<file path="src/rtl/can_bit_sync.sv">
// can_bit_sync: CAN receive front end that synchronises can_rx, integrates bus idle,
// hard-syncs on SOF, generates the bit-time sample point and destuffs the bitstream.
//
// Ports:
//   clk         in   system clock
//   rst         in   synchronous reset, active-high
//   can_rx      in   raw CAN receive line (1 = recessive)
//   destuff_en  in   apply stuff rule to samples (sampled at the sample point only)
//   sof_detect  out  1-cycle pulse on SOF hard sync
//   bit_valid   out  1-cycle pulse: bit_value holds a destuffed data bit
//   bit_value   out  last sampled bit (held between samples)
//   stuff_err   out  1-cycle pulse: 6th equal sample while destuffing
//   frame_end   out  1-cycle pulse: IDLE_BITS recessive samples seen in a frame
//   bus_idle    out  level: bus idle, SOF armed
//
// Optional feature: define RESYNC_EN to enable soft resynchronisation on
// recessive-to-dominant edges inside a frame (limited by SJW, once per bit).
module can_bit_sync #(
    parameter int CLK_FREQ_MHZ  = 100,
    parameter int BIT_RATE_KBPS = 1000,
    parameter int SAMPLE_PCT    = 75,
    parameter int IDLE_BITS     = 11,
    parameter int SYNC_STAGES   = 2,
    parameter int SJW           = 4
) (
    input  logic clk,
    input  logic rst,
    input  logic can_rx,
    input  logic destuff_en,
    output logic sof_detect,
    output logic bit_valid,
    output logic bit_value,
    output logic stuff_err,
    output logic frame_end,
    output logic bus_idle
);
    localparam int BIT_TICKS   = CLK_FREQ_MHZ * 1000 / BIT_RATE_KBPS;
    localparam int SAMPLE_TICK = BIT_TICKS * SAMPLE_PCT / 100;
    // time-quantum counter is sized to also hold the early-resync sum e+SJW+1
    localparam int TW = $clog2(BIT_TICKS + SJW + 1);
    localparam int IW = $clog2(IDLE_BITS + 1);

    typedef enum logic [1:0] {INTEG, IDLE, RX} state_t;

    state_t                 state, state_nxt;
    logic [SYNC_STAGES-1:0] sync_q;
    logic                   rx_s, rx_s_d, fall, sample, idle_hit;
    logic [TW-1:0]          tq_cnt, tq_nxt;
    logic [IW-1:0]          idle_cnt, idle_nxt;
    logic [2:0]             same_cnt, same_nxt;
    logic                   last_bit, last_nxt;
    logic                   sof_nxt, valid_nxt, value_nxt, err_nxt, end_nxt, idle_lvl_nxt;
`ifdef RESYNC_EN
    logic                   resynced, resynced_nxt;
    logic [TW-1:0]          late_tq, early_sum, early_tq;
`endif

    assign rx_s     = sync_q[SYNC_STAGES-1];
    assign fall     = rx_s_d & ~rx_s;
    assign sample   = tq_cnt == TW'(SAMPLE_TICK - 1);
    assign idle_hit = sample && rx_s && idle_cnt == IW'(IDLE_BITS - 1);

`ifdef RESYNC_EN
    // late edge: pull the phase back by up to SJW; early edge: push it forward,
    // where an edge closer than SJW to the bit end lands on tick 1 of the next bit
    assign late_tq   = (tq_cnt < TW'(SJW)) ? TW'(1) : tq_cnt - TW'(SJW - 1);
    assign early_sum = (tq_cnt > TW'(BIT_TICKS - SJW)) ? TW'(BIT_TICKS + 1) : tq_cnt + TW'(SJW + 1);
    assign early_tq  = (early_sum >= TW'(BIT_TICKS)) ? early_sum - TW'(BIT_TICKS) : early_sum;
`endif

    always_comb begin
        state_nxt    = state;
        tq_nxt       = (tq_cnt == TW'(BIT_TICKS - 1)) ? '0 : tq_cnt + TW'(1);
        idle_nxt     = idle_cnt;
        same_nxt     = same_cnt;
        last_nxt     = last_bit;
        value_nxt    = bit_value;
        idle_lvl_nxt = bus_idle;
        sof_nxt      = 1'b0;
        valid_nxt    = 1'b0;
        err_nxt      = 1'b0;
        end_nxt      = 1'b0;
`ifdef RESYNC_EN
        resynced_nxt = (tq_cnt == TW'(BIT_TICKS - 1)) ? 1'b0 : resynced;
`endif
        if (sample && state != IDLE)
            idle_nxt = (!rx_s || idle_hit) ? '0 : idle_cnt + IW'(1);
        case (state)
            INTEG: begin
                if (idle_hit) begin
                    state_nxt    = IDLE;
                    idle_lvl_nxt = 1'b1;
                end
            end
            IDLE: begin
                if (fall) begin
                    // the edge cycle itself is tick 0 of the SOF bit
                    tq_nxt       = TW'(1);
                    sof_nxt      = 1'b1;
                    idle_lvl_nxt = 1'b0;
                    same_nxt     = 3'd0;
                    state_nxt    = RX;
`ifdef RESYNC_EN
                    resynced_nxt = 1'b0;
`endif
                end
            end
            RX: begin
                if (sample) begin
                    value_nxt = rx_s;
                    if (destuff_en && same_cnt == 3'd5) begin
                        if (rx_s != last_bit) begin
                            same_nxt = 3'd1;
                            last_nxt = rx_s;
                        end else begin
                            err_nxt = 1'b1;
                        end
                    end else begin
                        valid_nxt = 1'b1;
                        same_nxt  = (rx_s != last_bit) ? 3'd1 : (same_cnt == 3'd5) ? 3'd5 : same_cnt + 3'd1;
                        last_nxt  = rx_s;
                    end
                    if (idle_hit) begin
                        end_nxt      = 1'b1;
                        idle_lvl_nxt = 1'b1;
                        state_nxt    = IDLE;
                    end
                end
`ifdef RESYNC_EN
                else if (fall && !resynced && tq_cnt != '0) begin
                    tq_nxt       = (tq_cnt < TW'(SAMPLE_TICK - 1)) ? late_tq : early_tq;
                    // an early jump that wraps has already started the next bit
                    resynced_nxt = (tq_cnt < TW'(SAMPLE_TICK - 1)) || (early_tq > tq_cnt);
                end
`endif
            end
            default: state_nxt = INTEG;
        endcase
    end

    always_ff @(posedge clk) begin
        if (rst) begin
            sync_q     <= '1;
            rx_s_d     <= 1'b1;
            state      <= INTEG;
            tq_cnt     <= '0;
            idle_cnt   <= '0;
            same_cnt   <= 3'd0;
            last_bit   <= 1'b0;
            sof_detect <= 1'b0;
            bit_valid  <= 1'b0;
            bit_value  <= 1'b0;
            stuff_err  <= 1'b0;
            frame_end  <= 1'b0;
            bus_idle   <= 1'b0;
`ifdef RESYNC_EN
            resynced   <= 1'b0;
`endif
        end else begin
            sync_q     <= {sync_q[SYNC_STAGES-2:0], can_rx};
            rx_s_d     <= rx_s;
            state      <= state_nxt;
            tq_cnt     <= tq_nxt;
            idle_cnt   <= idle_nxt;
            same_cnt   <= same_nxt;
            last_bit   <= last_nxt;
            sof_detect <= sof_nxt;
            bit_valid  <= valid_nxt;
            bit_value  <= value_nxt;
            stuff_err  <= err_nxt;
            frame_end  <= end_nxt;
            bus_idle   <= idle_lvl_nxt;
`ifdef RESYNC_EN
            resynced   <= resynced_nxt;
`endif
        end
    end
endmodule

</file>
<file path="config.mk">
export PLATFORM = sky130hd
export DESIGN_NAME = can_bit_sync
export DESIGN_NICKNAME = d
export VERILOG_FILES = /design/src/rtl/can_bit_sync.sv
export SDC_FILE = /design/constraint.sdc
export NUM_CORES = 1
export LEC_CHECK = 0
export ABC_AREA = 1
export BUFFER_PORTS_ARGS = -buffer_cell sky130_fd_sc_hd__buf_2
export CAP_MARGIN = 5
export CELL_PAD_IN_SITES_DETAIL_PLACEMENT = 0
export CELL_PAD_IN_SITES_GLOBAL_PLACEMENT = 1
export CORE_MARGIN = 1
export CORE_UTILIZATION = 35
export DETAILED_ROUTE_END_ITERATION = 8
export PLACE_DENSITY_LB_ADDON = 0.1
export SLEW_MARGIN = 20
export SYNTH_ARGS = -nofsm -noshare
export SYNTH_HDL_FRONTEND = slang
export SYNTH_SLANG_ARGS = --single-unit
</file>
<file path="constraint.sdc">
create_clock -name clk -period 2.4 [get_ports clk]
set_clock_uncertainty 0.1 [all_clocks]
set_input_delay 0.12 -clock clk [delete_from_list [all_inputs] [get_ports clk]]
set_output_delay 0.12 -clock clk [all_outputs]
set_load 0.02 [all_outputs]
</file>
==> results of run 1 <==
## power breakdown
| group | leakage (nW) | internal (W) | switching [W] |
|---|---|---|---|
| logic | 0.354 | 0.0000129 | 0.0000159 |
| clock network | 0.0279 | 0.000169 | 0.000133 |
| registers | 0.211 | 0.000438 | 0.00000559 |
| total | 0.593 | 0.000620 | 0.000155 |
## synth_stat cells
cell type and n:
nand2_1 35, dfxtp_1 26, nor2_1 22, inv_1 19
nand3_1 8, a21oi_1 7, ha_1 4, inv_2 4
nor2_4 4, xor2_1 4, nand4_1 3, nor2_2 3
o21ai_0 3, a21oi_2 2, nand2_2 2, nor3_1 2
or2_2 2, xnor2_1 2, buf_2 1, nand3_2 1
nand3_4 1, nor3b_1 1, nor3b_2 1, o21a_1 1
o21ai_1 1
## through the flow
step | setup WS (ns) | cells
2_1_floorplan | 1.08 | 159
3_3_place_gp | 0.957 | 213
3_5_place_dp | 0.919 | 213
4_1_cts | 0.912 | 220
5_1_grt | 0.756 | 220
6_report | 0.940 | 220
## sequential cells by signal, indices dropped and copies added, names as in the netlist
| register | flops |
|---|---|
| stuff_err | 1 |
| last_bit | 1 |
| bus_idle | 1 |
| frame_end | 1 |
| rx_s_d | 1 |
| same_cnt | 3 |
| sof_detect | 1 |
| sync_q | 2 |
| bit_value | 1 |
| idle_cnt | 4 |
| tq_cnt | 7 |
| bit_valid | 1 |
| state | 2 |
## logic make-up after synthesis
logic type / count (synthesis)
AOI/OAI and AO/OA: 14
xor gates and xnor gates: 6
and+or+nand+nor: 85
buffers and inverters: 24
DFF: 26
adders and majority gates: 4
## worst max-delay path by stage
| stage | end | from | cells past startpoint |
|---|---|---|---|
| 2_1_floorplan | idle_cnt[3] | tq_cnt[0] | 9 |
| 3_5_place_dp | idle_cnt[3] | tq_cnt[0] | 9 |
| 3_3_place_gp | idle_cnt[3] | tq_cnt[0] | 9 |
| 4_1_cts | idle_cnt[3] | tq_cnt[0] | 9 |
| 5_1_grt | idle_cnt[0] | tq_cnt[0] | 9 |
| 6_report | idle_cnt[3] | tq_cnt[0] | 9 |
## layout by cell type (no fill, tap or decap), drive strengths merged
cell / count
o21a: 1
nor2: 29
nand4: 3
or2: 2
clkbuf: 3
xnor2: 2
inv: 23
dfxtp: 26
buf: 9
a21oi: 9
nor3b: 2
dlygate4sd3: 3
nand3: 10
ha: 4
xor2: 4
nor3: 2
bufinv: 1
o21ai: 4
nand2: 37
## per-layer routing
metal | global-route usage, % | vias up | share of wire (%)
li1 | - | 525 | -
met1 | 18.4 | 428 | 51
met2 | 21.7 | 7 | 47
met3 | 1.92 | 2 | 1.7
met4 | 5.84 | 0 | 0.88
met5 | 0 | - | 0
## worst max-delay path: stages, from the launching register on
cell and delay, ns:
dfxtp_1 0.35, inv_1 0.08, ha_1 0.14, nand2_1 0.05, inv_1 0.09, nand3_4 0.10, nor2_1 0.19, o21ai_1 0.08
nand2_1 0.13, nor2_1 0.06
## layout make-up
| class | instances | area, sq um |
|---|---|---|
| Fill cell | 364 | 1940 |
| Timing Repair Buffer | 12 | 75.1 |
| Tap cell | 46 | 57.6 |
| Inverter | 23 | 86.3 |
| Clock inverter | 1 | 30.0 |
| Sequential cell | 26 | 520 |
| Clock buffer | 3 | 22.5 |
| Multi-Input combinational cell | 109 | 602 |
==> results.md, run 1 <==
- Pwr Total: 0.000775 W
- CTS tree: yes
- Crit path kind: register to register
- Clk slew on worst S/H paths: 0.15 ns
- Cell count of the worst reg-to-reg path: 9
- Yosys top cell by area: dfxtp_1
- Via/cell ratio: 4.37
- Max-Cap Viols: 0
- H-tree Lvls: 1
- Diode count: 0
- Hold worst-path end: sync_q[1]
- Leak: 0.593 nW
- Total iterations of the first detailed-routing run: 4
- Synth Area in Simple Gates: 34.5%
- Peak supply drop: 0.250 mV
- First-pass GRT wire length: 3760 um
- Syn Nets: 167
- Slew Limit Headroom: 76.2%
- Reg-to-Reg End: idle_cnt[3]
- Sequential share of the synthesized area: 42.9%
- RSZ-0062 raised after global routing: false
- Io pins: 10
- Status: finished clean
- Slew @ Worst Pin: 0.357 ns
- Synth Instances: 159
- Vias in the first global route: 877
- Worst hold stages: 1
- Clk buf depth: 2
- Adder-cell share of the synthesized area: 4.12%
- PwrDens: 556 nW/um^2
- Mux contribution to synthesized area: 0%
- Worst skew pair latency: 0.32 ns
- Top-area cell type share of the netlist area: 42.9%
- Final hold vios: 0
- Crit Path Max Fanout: 4
- Root buf cell: clkbuf_4
- CP endpoint kind: register
- RD Place Congestion: 0.695
- Fmax: 685 MHz
- Initial antenna violation count: 0
- Synth Area in Compound Gates: 6.60%
- Final instance area: 1390 sq um
- Final setup viols: 0
- Routed len/inst: 9.80 um
- Grt ovf: 0
- Core Box Area: 3340 sq um
- Nets: 183
- Share of layout cells above drive strength 1: 19.0%
- Remaining DRCs: 0
- FF-to-FF setup slack: 0.94 ns
- TritonCTS Buffers: 3
- Fin Setup TNS: 0 ns
- Final critical-path required period: 1.46 ns
- HPWL after detailed placement: 1750 um
- Reg-to-reg startpoint: tq_cnt[0]
- I/O Buffers: 9
- Setup crit start kind: register
- Synthesized flop and latch total: 26
- Main area contributors after synthesis: dfxtp_1, nand2_1, nor2_1
- Fin util: 41.8%
- Final Max Tran Viols: 0
- Post-synthesis cell area: 1210 sq um
- Number of cell rows: 21
- Required @ worst endpoint: 2.53 ns
- Worst Hold Class: register to register
- XOR/XNOR Fraction of Synth Area: 4.33%
- Die ar.: 3710 sq um
- Setup Buffers After CTS: 0
- Area growth from synthesis to final layout: 14.8%
- Initial core utilization: 36.4%
- Routed wire length: 2160 um
- Die Wd: 60.9 um
- Total Routing Usage GR: 13.6%
- Hold wc startpoint: sync_q[0]
- Largest net degree at the start of global routing: 16
- Routed Antenna Nets: 0
- PostCTS Resize Cnt: 0
- Yosys cell types: 25
- Via count: 962
- Post-CTS Hold Buffers: 3
- Crit share post-route: 60.8%
- Crit path DAT: 1.59 ns
- Largest family of logic cells by synthesized area: simple AND/OR/NAND/NOR gates
- Synth Area per Inst: 7.63 sq um
- Clock sinks: 26
- Die Y-Extent: 60.9 um
- Synthesis Warnings: 0
- Post-DP Area: 1310 sq um
- Final hold slack: 0.325 ns
- DR iter-0 viols: 44
Power figures use the tool's default switching activity.
==> inputs of run 2 (changes only) <==
--- a/config.mk
+++ b/config.mk
@@ -5,7 +5,7 @@
 export SDC_FILE = /design/constraint.sdc
 export NUM_CORES = 1
 export LEC_CHECK = 0
-export ABC_AREA = 1
+export ABC_AREA = 0
 export BUFFER_PORTS_ARGS = -buffer_cell sky130_fd_sc_hd__buf_2
 export CAP_MARGIN = 5
 export CELL_PAD_IN_SITES_DETAIL_PLACEMENT = 0
==> constraint.sdc (replaced) <==
create_clock -name clk -period 1.39 [get_ports clk]
set_clock_uncertainty 0.1 [all_clocks]
set_input_delay 0.0695 -clock clk [delete_from_list [all_inputs] [get_ports clk]]
set_output_delay 0.0695 -clock clk [all_outputs]
set_load 0.02 [all_outputs]
==> run 2 against run 1 <==
  * Sequential share of layout area down 8.8 points
  * Core utilization rose by 17 points
  * First-iteration DRC count fell by 25%
  * Via count grew 11%
  * Critical path depth decreased by 2
  * Combinational power rose to 4.1 times the previous value
  * Wire length grew 29%
  * Sequential power grew 73%
  * The flow now finishes with violations (setup timing)
  * Register-to-register slack worse by 1.1 ns
==> results.md, run 2 <==
- Most frequent cells in the layout: buf_4, dfxtp_1, nor2_1
- Sequential share of the synthesized area: 43.1%
- Slew @ Worst Pin: 0.382 ns
- Final instance area: 1850 sq um
- Adder-cell share of the synthesized area: 4.15%
- I/O Buffers: 9
- Synthesis Warnings: 0
- Crit path kind: register to register
- Via/cell ratio: 4.73
- Share of layout cells above drive strength 1: 49.2%
- Reg-to-Reg End: idle_cnt[1]
- TritonCTS Buffers: 3
- Final setup viols: 18
- Vias in the first global route: 1,042
- Failing checks: setup timing
- Post-Place Setup Slack: -0.240 ns
- Max-Cap Viols: 0
- Count leader, synth: dfxtp_1
- Critical-path top delay cell: dfxtp_2
- Synth Instances: 125
- Top flop regs: tq_cnt x7, idle_cnt x4, same_cnt x3
- Core Box Area: 3150 sq um
- Number of cell rows: 20
- H-tree Lvls: 1
- Routed Antenna Nets: 0
- Root buf cell: clkbuf_4
- Setup WS post-layout: -0.210 ns
- RSZ-0062 raised after global routing: true
- Slew Limit Headroom: 74.6%
- Clock sinks: 26
- Synth Area in Simple Gates: 31.1%
- # fillers: 280
- DR iter-0 viols: 33
- Remaining DRCs: 0
- Required @ worst endpoint: 1.56 ns
- Peak supply drop: 0.395 mV
- Syn Nets: 133
- FF-to-FF setup slack: -0.21 ns
- Final Max Tran Viols: 0
- Diode count: 0
- Worst Hold Class: primary input to register
- Reg-to-reg startpoint: tq_cnt[0]
- Main area contributors after synthesis: dfxtp_1, nor2_1, ha_1
- Most flops, register: tq_cnt
- Worst setup startpoint: tq_cnt[0]
- Worst skew pair latency: 0.32 ns
- Final hold vios: 0
- Clk buf depth: 2
- Via count: 1,064
- Leak: 0.765 nW
- Crit path DAT: 1.77 ns
- Grt ovf: 0
- Total Routing Usage GR: 17.5%
- Post-synth EDFFs: 0
- RD Place Congestion: 0.715
- Top-area cell type share of the netlist area: 43.1%
- Final critical-path required period: 1.60 ns
- Mux contribution to synthesized area: 2.49%
- Nets: 190
- Largest net degree at the start of global routing: 16
- Clk slew on worst S/H paths: 0.15 ns
- Setup crit start kind: register
- CP endpoint kind: register
- Io pins: 10
- HPWL after detailed placement: 2030 um
- Synth Area per Inst: 9.66 sq um
- Synth Area in Compound Gates: 13.6%
- Commonest non-fill, non-tap cell in the layout: buf_4
- Total iterations of the first detailed-routing run: 4
- Post-DP Area: 1590 sq um
- Yosys cell types: 43
- Crit path to: idle_cnt[1]
- Fmax: 625 MHz
- Pwr Total: 0.00140 W
- Yosys top cell by area: dfxtp_1
- Placed cells: 211
- Die Y-Extent: 60.7 um
- Slowest stage delay, CP: 0.35 ns
- Routed wire length: 2780 um
- PwrDens: 760 nW/um^2
- Status: finished with violations
- Synthesized flop and latch total: 26
- Non-filler instance count after layout: 225
- Largest family of logic cells by synthesized area: simple AND/OR/NAND/NOR gates
- Worst hold stages: 5
- Crit share post-route: 115%
- Max FFs per register: 7
- Die ar.: 3690 sq um
- Most frequent cells after synthesis: dfxtp_1, nor2_1, nand2_1
- Main flop type after synthesis: dfxtp_1
- CTS tree: yes
- Die Wd: 60.7 um
- Crit path cell chain: inv_2 -> ha_4 -> and4bb_4 -> nand3_4 -> buf_6 -> or3b_1 -> a21oi_1
- Cell count of the worst reg-to-reg path: 7
- Area growth from synthesis to final layout: 53.0%
- Crit Path Max Fanout: 3
- Initial core utilization: 38.3%
- Initial antenna violation count: 0
- Routed len/inst: 12.3 um
- Ys async rst share: 0%
- Final hold slack: 0.0684 ns
- First-pass GRT wire length: 4690 um
- XOR/XNOR Fraction of Synth Area: 3.63%
- Post-synthesis cell area: 1210 sq um
==> run 2: how the worst min path moves through the flow <==
| stage | slack (ns) | endpoint | start |
|---|---|---|---|
| 4_1_cts | 0.06 | same_cnt[2] | destuff_en |
| 6_report | 0.07 | same_cnt[2] | destuff_en |
| 3_3_place_gp | 0.17 | sync_q[0] | can_rx |
| 3_5_place_dp | 0.17 | sync_q[0] | can_rx |
| 2_1_floorplan | 0.05 | sof_detect | rst |
| 5_1_grt | 0.08 | same_cnt[2] | destuff_en |
==> run 2: final cells by class <==
cell class / count / area, sq um / share of cell area (%)
multi-input cells: 93 / 802 / 43.4
clock buffers: 3 / 22.5 / 1.22
flip-flops and latches: 26 / 527 / 28.5
repair buffers: 54 / 395 / 21.4
clock inverters: 1 / 30.0 / 1.63
inverters: 4 / 15.0 / 0.813
well taps: 44 / 55.1 / 2.98
==> run 2: where the power goes <==
part | internal (W) | switching [W] | total [W]
Combinational | 0.0000693 | 0.0000497 | 0.000119
Sequential | 0.000758 | 0.00000911 | 0.000767
Clock | 0.000292 | 0.000227 | 0.000519
==> run 2: logic make-up after synthesis <==
family,count (synthesis)
AOI/OAI and AO/OA,21
DFF,26
buffers and inverters,6
adders and majority gates,4
xor gates and xnor gates,5
muxes,3
and+or+nand+nor,60
==> run 2: layer usage <==
metal	track usage (%)	routed length [um]
met3	1.92	51
met4	6.82	15
met1	22.1	1340
met2	30.5	1370
met5	0	0
==> run 2: repair_timing <==
action | in CTS | in global routing
hold buffers | 2 | 0
endpoints found under the setup margin | 17 | 19
endpoints found under the hold margin | 4 | 0
resized for setup | 13 | 9
pin swaps | 9 | 9
buffers inserted | 5 | 3
==> run 2: metrics by stage <==
step / setup TNS (ns) / util (%)
finish: -2.50 / 58.6
global route: -3.85 / 58.6
CTS: -2.19 / 56.5
detailed placement: -1.92 / 50.6
global placement: -1.46 / 50.6
floorplan: -0.501 / -
==> run 2: worst max-delay path: cells and delay by family (launching register included) <==
family / cells / cell delay (ns)
AND/OR/NAND/NOR: 3 / 0.67
buffers and inverters: 2 / 0.18
flip-flops: 1 / 0.35
AO/OA/AOI/OAI: 1 / 0.14
adder cells (fa/ha/maj): 1 / 0.12
==> inputs of run 3 (changes only) <==
--- a/config.mk
+++ b/config.mk
@@ -10,8 +10,10 @@
 export CAP_MARGIN = 5
 export CELL_PAD_IN_SITES_DETAIL_PLACEMENT = 0
 export CELL_PAD_IN_SITES_GLOBAL_PLACEMENT = 1
+export CORE_ASPECT_RATIO = 1.2
 export CORE_MARGIN = 1
 export CORE_UTILIZATION = 35
+export CTS_BUF_LIST = sky130_fd_sc_hd__clkbuf_4 sky130_fd_sc_hd__clkbuf_8
 export DETAILED_ROUTE_END_ITERATION = 8
 export PLACE_DENSITY_LB_ADDON = 0.1
 export SLEW_MARGIN = 20
==> run 3 against run 2 <==
  * The run still ends with setup timing left
  * Non-clock buffer count fell by 10
  * Total power rose by 6.3%
  * Wire length is 5.4% lower
  * Critical path depth is 1 lower
  * Clock power rose by 21%
  * Critical endpoint is now idle_cnt[3]
==> results.md, run 3 (synthesis gave the netlist of run 2 again) <==
- Clock share of power: 41.9%
- Root buf cell: clkbuf_8
- Via/cell ratio: 4.98
- Total iterations of the first detailed-routing run: 4
- Total Routing Usage GR: 16.0%
- Hold wc startpoint: destuff_en
- Io pins: 10
- Via count: 1,035
- Slew @ Worst Pin: 0.356 ns
- Routed Antenna Nets: 0
- Max FFs per register: 7
- Setup WS post-layout: -0.203 ns
- Die ar.: 3690 sq um
- Most frequent cells in the layout: buf_4, dfxtp_1, nor2_1
- Cell count of the worst reg-to-reg path: 6
- Diode count: 0
- Final setup viols: 17
- RD Place Congestion: 0.793
- Grt ovf: 0
- Required @ worst endpoint: 1.50 ns
- Clk slew on worst S/H paths: 0.09 ns
- Commonest non-fill, non-tap cell in the layout: buf_4
- Nets: 180
- Clk buf depth: 2
- H-tree Lvls: 1
- Routed len/inst: 12.6 um
- Most flops, register: tq_cnt
- Slew Limit Headroom: 76.3%
- Cell-internal power: 0.00120 W
- Initial core utilization: 36.5%
- Crit path kind: register to register
- Worst Hold Class: primary input to register
- Core Box Area: 3310 sq um
- I/O Buffers: 9
- Final critical-path required period: 1.59 ns
- Failing checks: setup timing
- DR iter-0 viols: 23
- Status: finished with violations
- Remaining DRCs: 0
- Worst skew pair latency: 0.27 ns
- NetSw: 0.000296 W
- Fin Setup TNS: -1.97 ns
- Reg-to-Reg End: idle_cnt[3]
- Die Wd: 55.6 um
- Reg-to-reg startpoint: tq_cnt[0]
- CP endpoint kind: register
- RSZ-0062 raised after global routing: true
- Top flop regs: tq_cnt x7, idle_cnt x4, same_cnt x3
- Peak supply drop: 0.511 mV
- Max-Cap Viols: 0
- Clock sinks: 26
- Leak: 0.725 nW
- Initial antenna violation count: 0
- Setup crit start kind: register
- CTS tree: yes
- TritonCTS Buffers: 3
- Crit path DAT: 1.70 ns
- Flop pwr share: 51.3%
- Final Max Tran Viols: 0
- Number of cell rows: 23
- Fmax: 628 MHz
- PwrDens: 832 nW/um^2
- Crit Path Max Fanout: 4
- Placed cells: 198
- Non-filler instance count after layout: 208
- FF-to-FF setup slack: -0.20 ns
- Hold worst-path end: same_cnt[2]
- Sw Share: 19.8%
- Pwr Total: 0.00149 W
- Routed wire length: 2630 um
- Crit share post-route: 115%
- Logic gate share of total power: 6.8%
- Worst hold stages: 4
- # fillers: 303
- Die Y-Extent: 66.3 um
- HPWL after detailed placement: 1900 um
- First-pass GRT wire length: 4640 um
- Share of layout cells above drive strength 1: 48.0%
- Largest net degree at the start of global routing: 16
- Vias in the first global route: 1,076
- Final hold vios: 0
- Area growth from synthesis to final layout: 48.7%
-- run 3: repair_timing --
item / 4_1_cts / 5_1_grt
resized for setup: 18 / 7
endpoints found under the hold margin: 1 / 0
pin swaps: 15 / 8
setup buffers: 4 / 1
hold buffers: 1 / 0
endpoints found under the setup margin: 18 / 18
-- run 3: how the worst max path moves through the flow --
stage	cells past startpoint	slack, ns	startpoint	endpoint
final	6	-0.20	tq_cnt[0]	idle_cnt[3]
after global routing	6	-0.29	tq_cnt[0]	idle_cnt[3]
after CTS	6	-0.20	tq_cnt[0]	idle_cnt[3]
after detailed placement	6	-0.21	tq_cnt[0]	idle_cnt[3]
after global placement	6	-0.14	tq_cnt[0]	idle_cnt[3]
after floorplan	6	-0.17	tq_cnt[0]	idle_cnt[3]
-- run 3: power by group through the flow --
stage | Clock (W) | Sequential, W | Combinational (W)
after CTS | 0.000651 | 0.000766 | 0.0000966
final | 0.000626 | 0.000766 | 0.000101
after floorplan | 0 | 0.000784 | 0.0000406
after global routing | 0.000673 | 0.000768 | 0.000111
after detailed placement | 0 | 0.000783 | 0.0000828
after global placement | 0 | 0.000782 | 0.0000806
-- run 3: area by class of cell --
cell class / instances / area, sq um / share of cell area [%]
inverters: 4 / 15.0 / 0.836
clock inverters: 1 / 30.0 / 1.67
clock buffers: 3 / 41.3 / 2.30
repair buffers: 44 / 314 / 17.5
well taps: 37 / 46.3 / 2.58
multi-input cells: 93 / 821 / 45.7
flip-flops and latches: 26 / 528 / 29.4
-- run 3: through the flow --
stage	setup slack [ns]	util [%]	hold slack, ns	instance area [sq um]
floorplan	-0.166	-	0.0536	1240
detailed placement	-0.208	46.5	0.157	1540
global route	-0.291	54.3	0.0380	1800
CTS	-0.202	52.9	0.0166	1750
global placement	-0.142	46.5	0.159	1540
finish	-0.203	54.3	0.0297	1800
-- run 3: worst max-delay path: stages, from the launching register on --
cell	delay [ns]
dfxtp_2	0.33
inv_2	0.05
ha_4	0.12
and4bb_4	0.25
nand3_4	0.07
or4b_4	0.48
a21oi_2	0.12
-- run 3: routing by layer --
layer | routed length (um) | GRT usage (%) | vias to the layer above
met5 | 0 | 0 | -
met4 | 57 | 8.75 | 0
met3 | 51 | 3.13 | 6
met2 | 1330 | 27.6 | 11
met1 | 1190 | 18.7 | 485
li1 | - | - | 533
